File: config.mk
export PLATFORM = sky130hd
export DESIGN_NAME = mem_port_arbiter
export DESIGN_NICKNAME = d
export VERILOG_FILES = /design/src/rtl/mem_port_arbiter.sv
export SDC_FILE = /design/constraint.sdc
export NUM_CORES = 1
export LEC_CHECK = 0
export CORE_MARGIN = 2
export CORE_UTILIZATION = 35
export CTS_CLUSTER_DIAMETER = 150
export CTS_CLUSTER_SIZE = 40
export DETAILED_ROUTE_END_ITERATION = 7
export PLACE_DENSITY = 0.72
export SLEW_MARGIN = 5
export SYNTH_ARGS = -nofsm -noshare
export SYNTH_HDL_FRONTEND = slang
export SYNTH_SLANG_ARGS = --single-unit
File: constraint.sdc
create_clock -name clk -period 2.5 [get_ports clk]
set_clock_uncertainty 0.05 [all_clocks]
set_input_delay 0.5 -clock clk [delete_from_list [all_inputs] [get_ports clk]]
set_output_delay 0.5 -clock clk [all_outputs]
set_load 0.02 [all_outputs]
File: src/rtl/mem_port_arbiter.sv
// Shares one physical memory port between the instruction-fetch and load/store
// requesters; the winning request is latched, driven to memory, and answered with a one-cycle resp.
module mem_port_arbiter #(
  parameter int STARVE_LIMIT = 4
) (
  input  logic        clk,
  input  logic        rst,
  input  logic        i_read,
  input  logic [31:0] i_address,
  output logic [31:0] i_rdata,
  output logic        i_resp,
  input  logic        d_read,
  input  logic        d_write,
  input  logic [31:0] d_address,
  input  logic [31:0] d_wdata,
  input  logic [3:0]  d_byte_enable,
  output logic [31:0] d_rdata,
  output logic        d_resp,
  output logic        pmem_read,
  output logic        pmem_write,
  output logic [31:0] pmem_address,
  output logic [31:0] pmem_wdata,
  output logic [3:0]  pmem_byte_enable,
  input  logic [31:0] pmem_rdata,
  input  logic        pmem_resp
);

  typedef enum logic [1:0] {IDLE, SERVE_I, SERVE_D, RESP} state_t;

  localparam logic [3:0] LIMIT = 4'(STARVE_LIMIT);

  state_t      state, state_next;
  logic [3:0]  starve_cnt;
  logic [31:0] addr_q, wdata_q, i_rdata_q, d_rdata_q;
  logic [3:0]  be_q;
  logic        write_q, owner_d;
  logic        d_req, grant_i, grant_d;

  // Fetch wins only when it is alone or data has already won LIMIT contended rounds.
  always_comb begin
    d_req   = d_read | d_write;
    grant_i = (state == IDLE) && i_read && (!d_req || (starve_cnt == LIMIT));
    grant_d = (state == IDLE) && d_req && !grant_i;
  end

  always_ff @(posedge clk) begin
    if (rst) state <= IDLE;
    else     state <= state_next;
  end

  always_comb begin
    state_next = state;
    pmem_read  = 1'b0;
    pmem_write = 1'b0;
    i_resp     = 1'b0;
    d_resp     = 1'b0;
    case (state)
      IDLE: begin
        if (grant_i)      state_next = SERVE_I;
        else if (grant_d) state_next = SERVE_D;
      end
      SERVE_I: begin
        pmem_read = 1'b1;
        if (pmem_resp) state_next = RESP;
      end
      SERVE_D: begin
        pmem_read  = !write_q;
        pmem_write = write_q;
        if (pmem_resp) state_next = RESP;
      end
      RESP: begin
        i_resp     = !owner_d;
        d_resp     = owner_d;
        state_next = IDLE;
      end
      default: state_next = IDLE;
    endcase
  end

  // A write with a simultaneous read is treated as a write.
  always_ff @(posedge clk) begin
    if (rst) begin
      starve_cnt <= 4'd0;
      addr_q     <= 32'd0;
      wdata_q    <= 32'd0;
      be_q       <= 4'd0;
      write_q    <= 1'b0;
      owner_d    <= 1'b0;
      i_rdata_q  <= 32'd0;
      d_rdata_q  <= 32'd0;
    end else begin
      if (grant_i) begin
        addr_q     <= i_address;
        wdata_q    <= 32'd0;
        be_q       <= 4'hF;
        write_q    <= 1'b0;
        owner_d    <= 1'b0;
        starve_cnt <= 4'd0;
      end else if (grant_d) begin
        addr_q  <= d_address;
        wdata_q <= d_wdata;
        be_q    <= d_byte_enable;
        write_q <= d_write;
        owner_d <= 1'b1;
        if (i_read && (starve_cnt != LIMIT)) starve_cnt <= starve_cnt + 4'd1;
      end
      if ((state == SERVE_I) && pmem_resp) i_rdata_q <= pmem_rdata;
      if ((state == SERVE_D) && pmem_resp && !write_q) d_rdata_q <= pmem_rdata;
    end
  end

  assign pmem_address     = addr_q;
  assign pmem_wdata       = wdata_q;
  assign pmem_byte_enable = be_q;
  assign i_rdata          = i_rdata_q;
  assign d_rdata          = d_rdata_q;

endmodule

== After elaboration in Yosys (flattened, before gate mapping) ==
Cells that the tools add are included.

* Add/subtract/negate cells: 1
* Bitwise operators: 1
* Muxes and demuxes: 12
* Reduce and logical (&&, ||, !) cells: 19
* Equality and inequality tests: 7

{| class="wikitable"
|+ Operators by type and width
! cell !! number
|-
| 2-to-1 mux 32 bit || 2
|-
| logical AND 1 bit || 8
|-
| 2-to-1 mux 4 bit || 2
|-
| 2-to-1 mux 2 bit || 3
|-
| one-hot mux 2 bit (3 select lines) || 1
|-
| adder 4 x 1 -> 4 bit (second input constant) || 1
|-
| equality test 2 bit (second input constant) || 2
|-
| equality test 4 x 3 -> 1 bit (second input constant) || 1
|-
| logical NOT 1 bit || 4
|-
| != test 4 x 3 -> 1 bit (second input constant) || 1
|-
| AND reduction 2 bit || 2
|-
| OR reduction 2 bit || 2
|-
| 2-to-1 mux 1 bit || 3
|-
| != test 3 bit (second input constant) || 1
|-
| equality test 2 x 1 -> 1 bit (second input constant) || 1
|-
| logical NOT 2 bit || 1
|-
| != test 2 x 1 -> 1 bit (second input constant) || 1
|-
| one-hot mux 1 bit (2 select lines) || 1
|-
| nonzero test 2 bit || 1
|-
| logical OR 1 bit || 1
|-
| OR 1 bit || 1
|}

* Input port bits: 138
* Output and inout bits: 136
* Logic and storage cells: 49
* Flip-flop bits (word level): 140

== Depth between registers and ports, before layout ==
Gate-level depths: netlist of the first run.

* Depth after elaboration: 9
* Depth in mapped cells: 10
* Gate-level depth less buffers: 6

== Least setup slack after synthesis of the first run ==
OpenSTA, ideal clock, no wires.

* Kind: flip-flop to flip-flop
* Start point: reg state[0]
* End point: reg wdata_q[0] (netlist: pmem_wdata[0])
* Arrival time: 1698 ps
* Data required time: 2384 ps
* Setup time: 66 ps
* Slack: 686 ps
* Stages on the path, launching flop included: 11
* Path buffers: 4
* Period minus slack after synthesis: 1814 ps
* Cells stage by stage: dfxtp_1 > inv_1 > ha_1 > buf_2 > nand2_2 > o21ba_1 > buf_6 > or2_1 > buf_6 > buf_6 > a21oi_2

* Longest elaborated chain between the ends: 5
* Elaborated cells between the ends (all ways): 7
* Classes of those cells: 7 x reduce/logical

{| class="wikitable"
|+ RTL lines
! what !! RTL line !! text
|-
| start, declared || 32 || <nowiki>state_t state, state_next;</nowiki>
|-
| start signal, assigned || 48 || <nowiki>else state <= state_next;</nowiki>
|-
| logical NOT 2 bit * || 42, 43 ||
|-
| logical AND 1 bit (2 in series) || 42 || <nowiki>grant_i = (state == IDLE) && i_read && (!d_req || (starve_cnt == LIMIT));</nowiki>
|-
| logical NOT 1 bit || 43 || <nowiki>grant_d = (state == IDLE) && d_req && !grant_i;</nowiki>
|-
| logical AND 1 bit || 43 ||
|-
| end signal, assigned || 101 || <nowiki>wdata_q <= d_wdata;</nowiki>
|-
| end, declared || 34 || <nowiki>logic [31:0] addr_q, wdata_q, i_rdata_q, d_rdata_q;</nowiki>
|}

Mark *: on every way between the ends. The rest lies on a longest branch, timed or not.
A chain may end at the register's enable or synchronous reset.

== Final worst setup path of the first run ==
* Start point: reg state[0]
* End point: out pmem_write

* Longest elaborated chain between the ends: 2

{| class="wikitable"
|+ RTL lines
! what !! RTL line !! text
|-
| equality test 2 bit || 57 || <nowiki>case (state)</nowiki>
|-
| 2-to-1 mux 1 bit || 57 ||
|-
| end, declared || 20 || <nowiki>output logic pmem_write,</nowiki>
|}

Every way passes these cells.

==> out/metrics.csv, run 1 <==
stage,metric,value,unit
status,status,completed,
hold_path,hold crit path type,primary input to flip-flop,
worst_setup_path,crit path DAT,1780,ps
yosys,mapped cell area,5390,sq um
floorplanning,die height,128,um
route,total vias in the final route,5077,
cts,"Hold-fix buffers, CTS",0,
yosys,synth warn,0,
worst_setup_path,Worst Setup End Kind,output port,
floorplanning,Initial Utilization,35.6,%
placed_design,detailed-placement wirelength estimate,11000,um
cts,clk_lat worst skew,410,ps
hold_path,worst hold start,rst,
route,Top Metal Used,met4,
cts,Max Buffers Root-to-Sink,2,
power_and_ir_drop,switching share of power,34.3,%
global_routing,vias in the first global route,4954,
timing,final number of max-transition violations,0,
global_routing,largest net degree at the start of global routing,46,
power_and_ir_drop,P_int,5.81,mW
cells_and_area,ANT cells,0,
power_and_ir_drop,leakage,3.17,nW
power_and_ir_drop,Seq pwr share,33.6,%
floorplanning,core area,15100,sq um
timing,final setup vio count,0,
placed_design,placed cell areas,8320,sq um
cts,CTS tree,yes,
worst_setup_path,worst reg2reg path depth,7,
power_and_ir_drop,Pwr Total,8.84,mW
route,met2 wire length,7310,um
worst_setup_path,Crit Path Category,flip-flop to output port,
floorplanning,chip width,128,um
yosys,Post-synth ARST share,0,%
floorplanning,Ports,274,
power_and_ir_drop,clock power share,28.4,%
cts,# Post-CTS Setup Buffers,0,
yosys,Mean Syn Cell Area,8.79,sq um
timing,final hold viol count,0,
cts,Clock Tree Root,clkbuf_16,
cells_and_area,nets,1023,
route,vias per inst,4.71,
route,DRT antenna net count,0,
power_and_ir_drop,Power Dens Cells,992,nW/um^2
yosys,Yosys reg bits,140,
hold_path,Worst Hold Depth,2,
floorplanning,FP Rows,45,
yosys,Post-synth EDFFs,0,
timing,Final Critical Period,2330,ps
cells_and_area,share of cells above drive strength 1,9.44,%
worst_setup_path,FF-to-FF setup slack,500,ps
placed_design,GPL Wtd Cong,0.805,
worst_setup_path,startpoint types,flip-flop,
timing,fmax,428,MHz
global_routing,first-pass GRT wire length,24600,um
hold_path,Min-Delay Endpoint,starve_cnt[1]$_SDFFE_PP0P_,
yosys,post-synthesis cell count,613,
yosys,post-synthesis cell type count,34,
flow_run,max-cap violations,0,
yosys,syn_nets,758,
power_and_ir_drop,VDD IR max,0.000503,V
cells_and_area,final instance area,8900,sq um
yosys,Main synth FF type,dfxtp_1,
timing,worst slew pin tran,494,ps
cts,clock sink count,140,
worst_setup_path,FF-to-FF Start,state[0]$_SDFFE_PP0P_,
route,drt total wl,15600,um
timing,fin crit share,93.4,%
worst_setup_path,FF-to-FF End,pmem_byte_enable[0]$_SDFFE_PP0P_,
route,WL/cell,14.5,um
route,met3 WL post-DR,1080,um
cts,CTS H-tree lvls,4,
timing,Final TNS setup,0,ps
cts,clk slew on worst S/H paths,60,ps
timing,RSZ-0062 raised after global routing,no,
cts,Resize count post-CTS,1,
route,DRC,0,
worst_setup_path,"Max FO, Critical Path",4,
power_and_ir_drop,Comb power frac,38.0,%
cells_and_area,Layout area overhead,65.3,%
power_and_ir_drop,Net Switching,3.03,mW
global_routing,Overall Global Routing Usage,18.9,%
timing,Rel. slew slack,67.0,%
floorplanning,Die Area,16400,sq um
global_routing,total gr overflow,0,
cts,total CTS buffers,17,
worst_setup_path,Worst EP required,1950,ps
route,initial DRC count,219,
route,met1 wire length,6970,um
route,DR pass1 iterations,4,
yosys,sequential area share after synthesis,52.0,%
placed_design,Port Buffers,273,
global_routing,antenna violations before repair,0,
area by class of cell:
type	instances	area [sq um]
Timing Repair Buffer	290	2900
Inverter	9	33.8
Clock buffer	18	439
Sequential cell	140	2800
Clock inverter	13	150
Fill cell	1368	6240
Multi-Input combinational cell	420	2340
Tap cell	188	235
logic make-up after synthesis:
| logic type | after synthesis | share of synthesized area (%) |
|---|---|---|
| compound gates | 146 | 18.3 |
| fa+ha+maj | 7 | 1.63 |
| buf+inv | 53 | 4.62 |
| flops | 140 | 52.0 |
| mux | 32 | 5.95 |
| simple gates | 235 | 17.4 |
routing by layer:
metal / up-vias / track usage, %
li1: 2575 / -
met1: 2314 / 23.0
met2: 172 / 31.2
met3: 16 / 6.64
met4: 0 / 6.59
met5: - / 0
stage by stage:
| step | hold WS, ps | worst slack (ps) | utilization (%) | cells |
|---|---|---|---|---|
| CTS | 311 | 127 | 58.8 | 1078 |
| global placement | 391 | 270 | 54.9 | 1047 |
| global route | 337 | 74.9 | 58.8 | 1078 |
| finish | 324 | 165 | 58.8 | 1078 |
| floorplan | 405 | 686 | - | 613 |
| detailed placement | 395 | 268 | 54.9 | 1047 |
worst max path at each step:
stage                           from                                to  slack [ps]  cells past startpoint
4_1_cts        state[0]$_SDFFE_PP0P_                        pmem_write         130                      4
3_5_place_dp                 d_write  pmem_byte_enable[3]$_SDFFE_PP0P_         270                      6
2_1_floorplan  state[0]$_SDFFE_PP0P_        pmem_wdata[0]$_SDFFE_PP0P_         690                     10
3_3_place_gp                 d_write  pmem_byte_enable[3]$_SDFFE_PP0P_         270                      6
5_1_grt        state[0]$_SDFFE_PP0P_                        pmem_write          70                      4
6_report       state[0]$_SDFFE_PP0P_                        pmem_write         170                      4
Yosys cell counts, types with 3 or more instances:
| cell | count | area, sq um |
|---|---|---|
| inv_1 | 9 | 33.8 |
| nor2b_1 | 3 | 18.8 |
| a21oi_2 | 29 | 254 |
| and2_1 | 5 | 31.3 |
| o2bb2ai_1 | 32 | 280 |
| nor2_1 | 13 | 48.8 |
| dfxtp_1 | 140 | 2800 |
| buf_6 | 5 | 56.3 |
| a21oi_1 | 74 | 370 |
| nand2_1 | 200 | 751 |
| nor3_1 | 3 | 15.0 |
| a211oi_1 | 4 | 30.0 |
| buf_4 | 3 | 22.5 |
| ha_1 | 7 | 87.6 |
| clkbuf_1 | 34 | 128 |
| mux2i_1 | 32 | 320 |
cell usage in the layout (no fill, tap or decap), types with 12 or more instances in the layout:
cell type / Yosys / final
a21oi_1: 74 / 74
clkbuf_16: 0 / 17
buf_4: 3 / 13
nand2_1: 200 / 200
mux2i_1: 32 / 32
a21oi_2: 29 / 29
dfxtp_1: 140 / 140
nor2_1: 13 / 12
clkdlybuf4s50_1: 0 / 271
o2bb2ai_1: 32 / 32
critical path, cell delays in order (launching register included):
cell	delay (ps)
dfxtp_1	350
inv_1	100
ha_1	210
and2_1	150
clkdlybuf4s50_1	570
power by group through the flow:
stage | Clock, mW | Combinational [mW] | Sequential [mW]
after floorplan | 0 | 1.28 | 3.53
after global placement | 0 | 3.38 | 3.01
after detailed placement | 0 | 3.40 | 3.00
after CTS | 2.58 | 3.40 | 2.97
after global routing | 2.67 | 3.63 | 3.03
final | 2.51 | 3.36 | 2.97
sequential cells by signal, indices dropped and copies added (netlist names):
register	flops
d_rdata	32
i_rdata	32
pmem_address	32
pmem_wdata	32
pmem_byte_enable	4
starve_cnt	4
state	2
owner_d	1
write_q	1
(Power assumes the default switching activity.)
==> inputs of run 2 (changes only) <==
--- a/config.mk
+++ b/config.mk
@@ -10,6 +10,7 @@
 export CTS_CLUSTER_DIAMETER = 150
 export CTS_CLUSTER_SIZE = 40
 export DETAILED_ROUTE_END_ITERATION = 7
+export MAX_ROUTING_LAYER = met4
 export PLACE_DENSITY = 0.72
 export SLEW_MARGIN = 5
 export SYNTH_ARGS = -nofsm -noshare
==> run 2 against run 1 <==
Register-to-register slack about the same. Global-route usage is 0.52 points higher. Clock-buffer cell count unchanged. Core utilization unchanged. Maximum frequency up 0.11%. Worst setup slack gained 2.5 ps. Sequential cell count is the same. Power hardly changed. Cell area unchanged.
==> out/metrics.csv, run 2 (synthesis gave the netlist of run 1 again) <==
stage,metric,value,unit,change
cts,Clock Tree Root,clkbuf_16,,
timing,fin crit share,93.3,%,-0.10 points
cts,"Hold-fix buffers, CTS",0,,unchanged
cts,total CTS buffers,17,,unchanged
timing,RSZ-0062 raised after global routing,no,,
timing,final number of max-transition violations,0,,unchanged
floorplanning,chip width,128,um,unchanged
route,total vias in the final route,5085,,+0.16%
power_and_ir_drop,VDD IR max,0.000503,V,+0.10%
placed_design,dpl ws,268,ps,unchanged
placed_design,placed cell areas,8320,sq um,unchanged
worst_setup_path,crit path DAT,1780,ps,about the same
cells_and_area,fill cell count,1368,,unchanged
route,DRT antenna net count,0,,unchanged
route,DR pass1 iterations,4,,unchanged
cts,clock sink count,140,,unchanged
cells_and_area,share of cells above drive strength 1,9.44,%,unchanged
hold_path,Worst Hold Depth,2,,unchanged
flow_run,max-cap violations,0,,unchanged
floorplanning,die height,128,um,unchanged
timing,final setup vio count,0,,unchanged
global_routing,vias in the first global route,4974,,+0.40%
cells_and_area,Layout area overhead,65.3,%,unchanged
route,vias per inst,4.72,,+0.16%
cts,clk_lat worst skew,410,ps,about the same
global_routing,total gr overflow,0,,unchanged
cells_and_area,nets,1023,,unchanged
cells_and_area,final instance area,8900,sq um,unchanged
cells_and_area,most frequent cells in the layout,"clkdlybuf4s50_1, nand2_1, dfxtp_1",,
worst_setup_path,Crit Path Category,flip-flop to output port,,
timing,Final Critical Period,2330,ps,-2.49 ps
cells_and_area,Sequential Area,2800,sq um,unchanged
timing,Final TNS setup,0,ps,unchanged
placed_design,Port Buffers,273,,unchanged
hold_path,hold crit path type,primary input to flip-flop,,
cells_and_area,ANT cells,0,,unchanged
timing,worst slew pin tran,488,ps,-6.17 ps
cts,CTS tree,yes,,
worst_setup_path,Worst EP required,1950,ps,about the same
global_routing,Overall Global Routing Usage,19.5,%,+0.52 points
cts,CTS H-tree lvls,4,,unchanged
route,DRC,0,,unchanged
worst_setup_path,worst reg2reg path depth,7,,unchanged
floorplanning,FP Rows,45,,unchanged
cells_and_area,area of the multi-input gates,2340,sq um,unchanged
timing,Final WS setup,168,ps,+2.49 ps
hold_path,worst hold start,rst,,
floorplanning,Ports,274,,unchanged
route,WL/cell,14.4,um,-0.40%
global_routing,first-pass GRT wire length,24500,um,-0.37%
floorplanning,Die Area,16400,sq um,unchanged
route,initial DRC count,225,,+2.7%
cells_and_area,"commonest non-fill, non-tap cell in the layout",clkdlybuf4s50_1,,
cts,clk slew on worst S/H paths,60,ps,about the same
worst_setup_path,startpoint types,flip-flop,,
timing,fmax,429,MHz,+0.11%
global_routing,antenna violations before repair,0,,unchanged
timing,Rel. slew slack,67.4,%,+0.41 points
global_routing,largest net degree at the start of global routing,46,,unchanged
status,status,completed,,
floorplanning,Initial Utilization,35.6,%,unchanged
route,drt total wl,15600,um,-0.40%
placed_design,detailed-placement wirelength estimate,11000,um,unchanged
hold_path,Min-Delay Endpoint,starve_cnt[1]$_SDFFE_PP0P_,,
worst_setup_path,FF-to-FF End,pmem_byte_enable[0]$_SDFFE_PP0P_,,
placed_design,GPL Wtd Cong,0.817,,+1.5%
worst_setup_path,FF-to-FF Start,state[0]$_SDFFE_PP0P_,,
cts,Max Buffers Root-to-Sink,2,,unchanged
floorplanning,core area,15100,sq um,unchanged
worst_setup_path,"Max FO, Critical Path",4,,unchanged
power_and_ir_drop,Power Dens Cells,992,nW/um^2,about the same
power_and_ir_drop,leakage,3.17,nW,unchanged
worst_setup_path,FF-to-FF setup slack,500,ps,about the same
worst_setup_path,Critical Path Source,state[0]$_SDFFE_PP0P_,,
timing,final hold viol count,0,,unchanged
worst_setup_path,Worst Setup End Kind,output port,,
## run 2: metrics by stage
stage | hold slack [ps] | instances | utilization, % | total power, mW
6_report | 323 | 1078 | 58.8 | 8.83
5_1_grt | 338 | 1078 | 58.8 | 9.32
4_1_cts | 311 | 1078 | 58.8 | 8.95
3_5_place_dp | 395 | 1047 | 54.9 | 6.40
3_3_place_gp | 391 | 1047 | 54.9 | 6.39
2_1_floorplan | 405 | 613 | - | 4.81
## run 2: worst max path at each step
stage	end	slack (ps)
6_report	pmem_write	170
2_1_floorplan	pmem_wdata[0]$_SDFFE_PP0P_	690
3_5_place_dp	pmem_byte_enable[3]$_SDFFE_PP0P_	270
4_1_cts	pmem_write	130
5_1_grt	pmem_write	80
3_3_place_gp	pmem_byte_enable[3]$_SDFFE_PP0P_	270
## run 2: per-layer routing
metal  wire length (um)  track usage, %  up-vias
met1               7040            23.5     2318
met3                937            5.34       15
li1                   -               -     2577
met4                240            6.79        0
met5                  0               -        -
met2               7340            31.3      175
## run 2: what timing repair did
action	CTS	global route
setup endpoints to repair	1	0
buffers inserted	0	0
resized for setup	1	0
## run 2: final cells by class
class	count	area share, %
tap	188	2.64
inverter	9	0.379
multi-input combinational	420	26.3
sequential	140	31.5
clock inverter	13	1.69
clock buffer	18	4.93
timing repair buffer	290	32.6
## run 2: report_power, final
group | switching, mW | internal [mW] | leakage (nW) | total, mW
Sequential | 0.255 | 2.71 | 1.14 | 2.97
Clock | 0.934 | 1.58 | 0.295 | 2.51
Combinational | 1.84 | 1.51 | 1.73 | 3.35
## run 2: critical path, cell delays in order (launching register included)
cell and delay (ps):
dfxtp_1 350, inv_1 100, ha_1 210, and2_1 150, clkdlybuf4s50_1 560
